[src/rtl/mux_scan_sequencer.sv]
// Scan sequencer for the 4:1 structural mux: steps the select lines through
// channels 0..3, samples mux_out at the end of each settle window, publishes a 4-bit word.
module mux_scan_sequencer #(
    parameter int unsigned SETTLE_CYCLES = 2
) (
    input  logic       clk,
    input  logic       reset,
    input  logic       start,
    input  logic       continuous,
    input  logic       mux_out,
    output logic       address0,
    output logic       address1,
    output logic       busy,
    output logic       done,
    output logic [3:0] data
);

    localparam logic [0:0] IDLE = 1'b0;
    localparam logic [0:0] SCAN = 1'b1;
    localparam logic [3:0] LAST = 4'(SETTLE_CYCLES - 1);

    logic [0:0] state;
    logic [1:0] idx;
    logic [3:0] cnt;
    logic [3:0] capture;

    // Select lines come straight from the channel register, so they only move on clk edges.
    assign address0 = idx[0];
    assign address1 = idx[1];

    always_ff @(posedge clk or posedge reset) begin
        if (reset) begin
            state   <= IDLE;
            idx     <= '0;
            cnt     <= '0;
            capture <= '0;
            busy    <= 1'b0;
            done    <= 1'b0;
            data    <= '0;
        end else begin
            done <= 1'b0;
            case (state)
                IDLE: begin
                    if (start) begin
                        state <= SCAN;
                        idx   <= '0;
                        cnt   <= '0;
                        busy  <= 1'b1;
                    end
                end
                SCAN: begin
                    if (cnt != LAST) begin
                        cnt <= cnt + 4'd1;
                    end else begin
                        capture[idx] <= mux_out;
                        cnt          <= '0;
                        if (idx != 2'd3) begin
                            idx <= idx + 2'd1;
                        end else begin
                            // Final bit bypasses capture so data is whole on the completion edge.
                            data <= {mux_out, capture[2:0]};
                            done <= 1'b1;
                            idx  <= '0;
                            if (!continuous) begin
                                state <= IDLE;
                                busy  <= 1'b0;
                            end
                        end
                    end
                end
                default: begin
                    state <= IDLE;
                    busy  <= 1'b0;
                end
            endcase
        end
    end

endmodule

[config.mk]
export PLATFORM = sky130hd
export DESIGN_NAME = mux_scan_sequencer
export DESIGN_NICKNAME = d
export VERILOG_FILES = /design/src/rtl/mux_scan_sequencer.sv
export SDC_FILE = /design/constraint.sdc
export NUM_CORES = 1
export LEC_CHECK = 0
export CORE_MARGIN = 2
export CORE_UTILIZATION = 45
export DETAILED_ROUTE_END_ITERATION = 10
export GPL_ROUTABILITY_DRIVEN = 0
export HOLD_SLACK_MARGIN = 0.08
export PLACE_DENSITY = 0.72
export SKIP_LAST_GASP = 1
export SLEW_MARGIN = 5
export SYNTH_ARGS = -nofsm -noshare
export SYNTH_HDL_FRONTEND = slang
export SYNTH_SLANG_ARGS = --single-unit
[constraint.sdc]
create_clock -name clk -period 4.1 [get_ports clk]
set_input_delay 0.82 -clock clk [delete_from_list [all_inputs] [get_ports clk]]
set_output_delay 0.82 -clock clk [all_outputs]
set_load 0.005 [all_outputs]
==> run_results.csv <==
group,metric,value,unit
place,numPortBuffers,12,
floorplan,core_region_area,1690,um2
worst_setup_path,cp_max_fo,7,
floorplan,initial_core_util,46.9,%
sta,period_needed,2.16,ns
floorplan,die_h,46.0,um
clock_tree,root_buffer,"clkbuf_4",
grt,grt.overflow.total,0,
grt,grt_pass1_wl,2.30,mm
sta,tightest_slew,0.630,ns
floorplan,ioPinCount,13,
floorplan,die_area,2110,um2
route,vias_per_cell,5.63,
grt,busiest_layer,"met2",
run_status,outcome,"completed",
worst_setup_path,cpPeakStageDelay,0.55,ns
synth,synth_nets,79,
synth,yosys_warnings,0,
clock_tree,post-cts-setup-buffer-count,0,
clock_tree,postCtsHoldBufs,0,
synth,synth_compound_area_share,8.37,%
grt,antenna_found_initial,0,
synth,synth_top_cells_by_area,"dfrtp_1, ha_1, mux2_4, mux2_1, nand2_1",
sta,relSlewSlack,57.9,%
synth,synthSimpleGateAreaFrac,12.6,%
synth,syn_avg_cell_area,11.8,um2
clock_tree,cts_inserted_buffers,3,
synth,synth_top_area_share,50.6,%
sta,timing.fmax,0.464,GHz
route,first_pass_iters,4,
route,drc,0,
layout,nets,95,
floorplan,die_w,46.0,um
worst_setup_path,cp-start-kind,"flop",
synth,syn_inst,67,
worst_setup_path,reg2reg_depth,5,
worst_hold_path,hold_path_class,"flop to flop",
synth,ys_ff_latch,16,
job,max_cap_viol_count,0,
worst_setup_path,cp.required,3.28,ns
sta,period_share,52.6,%
clock_tree,clock_latency,0.30,ns
sta,hold_viol_final,0,
synth,netlist_area,792,um2
worst_setup_path,crit_cells,1,
clock_tree,cts_tree,"built",
synth,synth_cell_types,21,
place,dp_hpwl,991,um
sta,worst_clock_skew,0.00448,ns
synth,yosys.area.top_type,"dfrtp_1",
sta,tns,0,ns
route,ant_nets,0,
grt,gr-usage-met2,21.9,%
worst_setup_path,crit_family,"buffers and inverters",
worst_setup_path,arrival,1.34,ns
route,drtIter0Drc,10,
worst_setup_path,worst_setup_path_end_kind,"output pin",
worst_setup_path,critical_path_buf_inv_count,1,
layout,drive_gt1_share,12.2,%
clock_tree,clockBufferDepth,2,
grt,grt_max_degree,17,
synth,synthAdderAreaFrac,11.1,%
grt,met1_usage,21.1,%
clock_tree,cts.htree.levels,1,
worst_setup_path,cp_slowest_cell,"clkdlybuf4s50_1",
layout,area_delta_synth_final,21.5,%
grt,grt_util_all_layers,15.9,%
route,vias,557,
layout,antenna_cells,0,
sta,setup_viol,0,
synth,synth_seq_area_share,50.6,%
sta,fin_worst_hold_slack,0.502,ns
route,drt-wirelength-per-cell,13.8,um
pwr,ir_worst_vdd,0.000298,V
worst_setup_path,crit_type,"flop to output pin",
worst_hold_path,min_path_cells,1,
layout,fillers,147,
grt,grt_use_met3,3.97,%
pwr,power.density,689,nW/um2
clock_tree,cts_resized,0,
pwr,p_leak,0.460,nW
synth,synth_top_family_by_area,"multiplexers",
synth,yosys.area_share.xor_xnor,0,%
worst_setup_path,path_cells,"clkdlybuf4s50_1",
grt,grt_pass1_vias,507,
route,drt_wl_total,1.37,mm
sta,slew_violations,0,
floorplan,num_rows,15,
clock_tree,clkSinkCount,16,
synth,muxShareOfSynthArea,13.1,%
clock_tree,clkTransAtPathRegs,0.10,ns
sta,rsz0062_at_grt,"no",
-- power by group --
| group | switching, mW | internal [mW] |
|---|---|---|
| sequential | 0.0682 | 0.229 |
| clock | 0.0549 | 0.0542 |
| combinational | 0.0970 | 0.159 |
-- area by class of cell --
cell class	instances	area [um2]	share of cell area [%]
flip-flops and latches	16	400	41.6
multi-input cells	43	358	37.2
repair buffers	12	120	12.5
clock buffers	4	36.3	3.77
inverters	7	26.3	2.73
well taps	17	21.3	2.21
-- per-layer routing --
layer / share of wire [%] / wire length [um]
met1: 45 / 619
met2: 47 / 647
met3: 4.2 / 57
met4: 3.4 / 46
met5: 0 / 0
-- state kept, by name, summed over array words and instances, names as in the netlist --
register  flops
busy          1
capture       3
cnt           4
data          4
done          1
idx           2
state         1
-- cells in the final DEF (no fill, tap or decap), drive strengths merged --
master         count
dfrtp             16
clkdlybuf4s50     12
nand2              9
inv                7
ha                 7
mux2               7
clkbuf             4
nand3              3
nor2               2
a21oi              2
o21ai              2
o311ai             2
a31oi              2
nand4              1
mux2i              1
and4bb             1
nor3b              1
o32ai              1
nor2b              1
o31ai              1
-- synthesized netlist by cell type --
cell type	number
a21oi_1	2
a31oi_1	2
and4bb_4	1
buf_4	1
dfrtp_1	16
ha_1	7
inv_1	7
mux2_1	3
mux2_4	4
mux2i_1	1
nand2_1	8
nand2_4	1
nand3_1	3
nand4_1	1
nor2_1	2
nor2b_1	1
nor3b_1	1
o21ai_0	2
o311ai_0	2
o31ai_1	1
o32ai_1	1
-- path summary, 6_finish.rpt --
| path | slack, ns | startpoint | endpoint |
|---|---|---|---|
| max in group asynchronous | 2.83 | reset | data[1] |
| worst max-delay path | 1.94 | idx[0] | address0 |
| worst min-delay path | 0.50 | capture[0] | capture[0] |
| worst min register to register | 0.50 | capture[0] | capture[0] |
| min in group asynchronous | 0.88 | reset | data[0] |
| worst max register to register | 2.51 | cnt[1] | idx[1] |
-- cell families after synthesis --
| logic type | after synthesis |
|---|---|
| AOI/OAI and AO/OA | 10 |
| adders and majority gates | 7 |
| buffers and inverters | 8 |
| DFF | 16 |
| muxes | 8 |
| and+or+nand+nor | 18 |
-- through the flow --
stage / utilization, % / cell area [um2] / total power, mW / instances / setup slack [ns]
after floorplan: - / 792 / 0.443 / 67 / 2.73
after global placement: 54.8 / 926 / 0.545 / 95 / 2.23
after detailed placement: 54.8 / 926 / 0.560 / 95 / 2.17
after global routing: 57.0 / 962 / 0.712 / 99 / 1.88
after CTS: 57.0 / 962 / 0.667 / 99 / 1.93
final: 57.0 / 962 / 0.663 / 99 / 1.94
Note: power is estimated with default switching activity, not from simulation.
